## config.mk

```make
export PLATFORM = sky130hd
export DESIGN_NAME = voice_ram_reader
export DESIGN_NICKNAME = d
export VERILOG_FILES = /design/src/rtl/voice_ram_reader.sv
export SDC_FILE = /design/constraint.sdc
export NUM_CORES = 1
export LEC_CHECK = 0
export ABC_AREA = 1
export CORE_MARGIN = 3
export CORE_UTILIZATION = 48
export DETAILED_ROUTE_END_ITERATION = 10
export GPL_ROUTABILITY_DRIVEN = 0
export MAX_ROUTING_LAYER = met4
export PLACE_DENSITY = 0.82
export SYNTH_ARGS = -nofsm -noshare
export SYNTH_HDL_FRONTEND = slang
export SYNTH_SLANG_ARGS = --single-unit
```

## constraint.sdc

```tcl
create_clock -name i_clk -period 3.4 [get_ports i_clk]
set_input_delay 0.51 -clock i_clk [delete_from_list [all_inputs] [get_ports i_clk]]
set_output_delay 0.51 -clock i_clk [all_outputs]
set_load 0.05 [all_outputs]
```

## src/rtl/voice_ram_reader.sv

```systemverilog
// Read-side controller for the voice sample ring buffer.
// Optional build macro: VOICE_RD_SILENCE_EN (emit SILENCE on underrun, keep playing).
module voice_ram_reader #(
    parameter int                ASIZE   = 13,
    parameter int                DSIZE   = 8,
    parameter int                PREFILL = 256,
    parameter logic [DSIZE-1:0]  SILENCE = DSIZE'(8'h80)
) (
    input  logic             i_clk,
    input  logic             i_rst_n,
    input  logic             i_en,
    input  logic             i_flush,
    input  logic [ASIZE:0]   i_wr_ptr,
    output logic [ASIZE-1:0] o_rd_addr,
    input  logic [DSIZE-1:0] i_rd_data,
    output logic [ASIZE:0]   o_rd_ptr,
    output logic [DSIZE-1:0] o_data,
    output logic             o_valid,
    input  logic             i_ready,
    output logic [ASIZE:0]   o_level,
    output logic             o_underrun,
    output logic [15:0]      o_urun_cnt
);

`ifdef VOICE_RD_SILENCE_EN
    localparam bit SIL_EN = 1'b1;
`else
    localparam bit SIL_EN = 1'b0;
`endif

    localparam logic [ASIZE:0] PREFILL_L = (ASIZE+1)'(PREFILL);

    typedef enum logic [1:0] {
        IDLE  = 2'd0,
        PLAY  = 2'd1,
        DRAIN = 2'd2
    } state_t;

    state_t           state_q;
    state_t           state_d;
    logic [ASIZE:0]   rd_ptr;
    logic             take;
    logic             empty;
    logic             fetch;
    logic             urun;
    logic             drop;
    logic             sil;
    logic [DSIZE-1:0] urun_data;

    assign o_level   = i_wr_ptr - rd_ptr;
    assign empty     = (o_level == '0);
    assign take      = !o_valid || i_ready;
    assign o_rd_ptr  = rd_ptr;
    assign o_rd_addr = rd_ptr[ASIZE-1:0];

    // Silence keeps the stream alive only while playback is still enabled.
    assign sil       = SIL_EN && i_en;
    assign urun_data = sil ? SILENCE : o_data;

    always_ff @(posedge i_clk) begin
        if (!i_rst_n) begin
            state_q <= IDLE;
        end else begin
            state_q <= state_d;
        end
    end

    always_comb begin
        state_d = state_q;
        if (i_flush) begin
            state_d = IDLE;
        end else begin
            unique case (state_q)
                IDLE: begin
                    if (i_en && o_level >= PREFILL_L) state_d = PLAY;
                end
                PLAY: begin
                    if (take && empty) state_d = sil ? PLAY : IDLE;
                    else if (!i_en)    state_d = DRAIN;
                end
                DRAIN: begin
                    if (take) state_d = IDLE;
                end
                default: state_d = IDLE;
            endcase
        end
    end

    always_comb begin
        fetch = 1'b0;
        urun  = 1'b0;
        drop  = 1'b0;
        if (!i_flush) begin
            unique case (state_q)
                IDLE:  drop = take;
                PLAY: begin
                    if (take) begin
                        if (empty)     urun  = 1'b1;
                        else if (i_en) fetch = 1'b1;
                        else           drop  = 1'b1;
                    end
                end
                DRAIN: drop = take;
                default: drop = 1'b1;
            endcase
        end
    end

    always_ff @(posedge i_clk) begin
        if (!i_rst_n) begin
            rd_ptr     <= '0;
            o_data     <= '0;
            o_valid    <= 1'b0;
            o_underrun <= 1'b0;
            o_urun_cnt <= '0;
        end else begin
            o_underrun <= 1'b0;
            if (i_flush) begin
                rd_ptr  <= i_wr_ptr;
                o_valid <= 1'b0;
            end else if (fetch) begin
                o_data  <= i_rd_data;
                o_valid <= 1'b1;
                rd_ptr  <= rd_ptr + 1'b1;
            end else if (urun) begin
                o_underrun <= 1'b1;
                if (o_urun_cnt != 16'hFFFF) o_urun_cnt <= o_urun_cnt + 16'd1;
                o_data  <= urun_data;
                o_valid <= sil;
            end else if (drop) begin
                o_valid <= 1'b0;
            end
        end
    end

endmodule
```

==> out/qor.yml <==
global_route:
  overflow: 0
  grt_usage_pct: 22.79
  antenna_found_initial: 0
  grt_pass1_wl_um: 13970
  grt_pass1_vias: 3213
  grt_start_max_net_pins: 26
yosys:
  synth.area.top_cells: "dfxtp_1, nand2_1, inv_1"
  synthesis.instances: 539
  ys_types: 28
  syn-num-nets: 582
  async_flop_share_pct: 0
  ys_warn_count: 0
  synth_largest_area_cell: "dfxtp_1"
  ys_ff_latch: 42
  yosysTopAreaCellShare_pct: 26.28
  synth_seq_area_share_pct: 26.28
  avgSynthCellArea_um2: 5.936
  synth_ff_type: "dfxtp_1"
  syn-cell-area_um2: 3199
  synth_edf_count: 0
placement:
  placed_area_um2: 4184
  pre_cts_ws_ns: 0.02224
  numPortBuffers: 93
  dp_hpwl_um: 6818
worst_setup_path:
  cp_common_cell: "nand2_1"
  crit_buf_inv: 4
  cp_slowest_cell: "fa_1"
  crit_chain: "clkdlybuf4s50_1 > inv_1 > ha_1 > inv_1 > fa_1 > nand3_1 > nand2_2 > nand2_1 > nand2_1 > nor2_1 > nand4_1 > nor2_1 > nand2_2 > nor3_4 > nand2_2 > clkinv_2 > nand2_1 > nand2_1 > nand2_1 > nor2_1"
  cpLargestDelayFamily: "simple AND/OR/NAND/NOR gates"
  slowest_delay_ns: 0.45
  crit_required_ns: 3.63
  arrival_ns: 3.32
  crit_path_end_kind: "register"
  cp-start-kind: "input pin"
  critPathKind: "in -> reg"
  crit_fanout: 10
timing:
  slew_headroom_pct: 63.73
  hold_viol_final: 0
  post-route-min-period_ns: 3.090
  worst_slack_ns: 0.3104
  setup_viol: 0
  worst_pin_slew_ns: 0.5435
  fin_tns_setup_ns: 0
  slew_violations: 0
  finalCritPeriodShare_pct: 90.87
  skew_ns: 0.007012
  fmax_mhz: 323.7
  rsz0062_at_grt: "false"
pwr:
  power_density_nw_per_um2: 361.5
  peakVddDrop_mv: 0.2833
  leakage_nw: 2.015
die:
  die_h_um: 87.64
  core_area_um2: 6422
  initial_core_util_pct: 49.81
  chipWidth_um: 87.64
  fp-row-count: 29
  io_pins: 94
  die_area_um2: 7681
layout:
  diodes: 0
  syn_to_final_growth_pct: 34.22
  fillerInstances: 601
  design_area_um2: 4294
  seq_area_um2: 840.8
  final_util_pct: 66.86
  drive_gt1_share_pct: 6.709
  layout.nets: 668
  final_common_cell: "nand2_1"
  multi_input_area_um2: 1874
  layout_common_cells: "nand2_1, inv_1, clkdlybuf4s50_1"
clock_tree:
  ctsResizeCount: 0
  htreeDepth: 2
  clock-root-buffer: "clkbuf_8"
  clock-sinks: 42
  clk-insertion-delay-late_ns: 0.29
  hold_buffers: 0
  cts_setup_buffers: 0
  cts_buffers: 5
  clk_pin_slew_worst_paths_ns: 0.08
  cts_buffer_depth: 2
  cts_tree: "yes"
detailed_routing:
  drc: 0
  ant_nets: 0
  vias_per_cell: 5.020
  wl_um: 8589
  via_count: 3529
  drt_iter0_drc: 213
  dr.pass1.iters: 4
  wl_per_cell_um: 12.22
run_status:
  status: "finished clean"
flow_run:
  cap_violations: 0
hold_path:
  hp-class: "reg -> reg"
-- final timing paths --
check           startpoint       endpoint  slack (ns)  cells past startpoint
max            i_wr_ptr[0]  o_urun_cnt[6]        0.31                     20
min          o_urun_cnt[5]  o_urun_cnt[5]        0.51                      2
max reg2reg    o_rd_ptr[0]  o_urun_cnt[6]        0.49                     18
min reg2reg  o_urun_cnt[5]  o_urun_cnt[5]        0.51                      2
-- cells in the mapped netlist, types with 4 or more instances --
library cell	n
nand2_1	155
o21ai_0	23
nand2_2	8
a21oi_1	14
nor3_1	11
nor2_1	71
inv_1	92
dfxtp_1	42
clkbuf_1	4
buf_4	13
nand4_1	13
a31oi_1	9
xor2_1	9
ha_1	15
nand3_1	39
-- sequential cells by signal, summed over array words and instances (netlist names) --
register    flops
o_underrun      1
o_data          8
o_valid         1
state_q         2
o_urun_cnt     16
o_rd_ptr       14
-- worst reg2reg max path: stages (launching register included) --
cell	delay (ns)
dfxtp_1	0.46
ha_1	0.20
inv_1	0.07
fa_1	0.45
nand3_1	0.14
nand2_2	0.08
nand2_1	0.06
nand2_1	0.12
nor2_1	0.15
nand4_1	0.12
nor2_1	0.13
nand2_2	0.11
nor3_4	0.22
nand2_2	0.12
clkinv_2	0.15
nand2_1	0.07
nand2_1	0.07
nand2_1	0.05
nor2_1	0.07
-- area by class of cell --
class | instances | share of cell area [%]
Tap cell | 77 | 2.244
Timing Repair Buffer | 98 | 23.54
Clock buffer | 8 | 2.564
Multi-Input combinational cell | 382 | 43.65
Sequential cell | 42 | 19.58
Inverter | 96 | 8.421
-- power by group --
group / switching [mW] / internal [mW]
sequential: 0.0206 / 0.506
clock: 0.172 / 0.205
combinational: 0.416 / 0.232
total: 0.609 / 0.944
-- through the flow --
step                      hold WS (ns)  total power [mW]  instances
final                           0.5107             1.553        703
after global placement          0.4782             1.177        695
after CTS                       0.5153             1.555        703
after detailed placement        0.4978             1.183        695
after global routing            0.5431             1.628        703
after floorplan                 0.5086            0.9670        539
-- per-layer routing --
layer	routed length, um	global-route usage, %	share of wire, %
met5	0	-	0
met4	65	3.905	0.76
met3	480	3.387	5.6
met2	4009	38.22	47
met1	4034	29.45	47
-- cell families (layout without fill, tap and decap cells) --
group | after synthesis | in the layout | synth area share (%)
compound gates | 49 | 49 | 8.252
fa+ha+maj | 16 | 16 | 6.492
simple gates | 307 | 307 | 41.10
xor+xnor | 10 | 10 | 2.738
buf+inv | 115 | 202 | 15.13
flops | 42 | 42 | 26.28
Power figures use the tool's default switching activity.
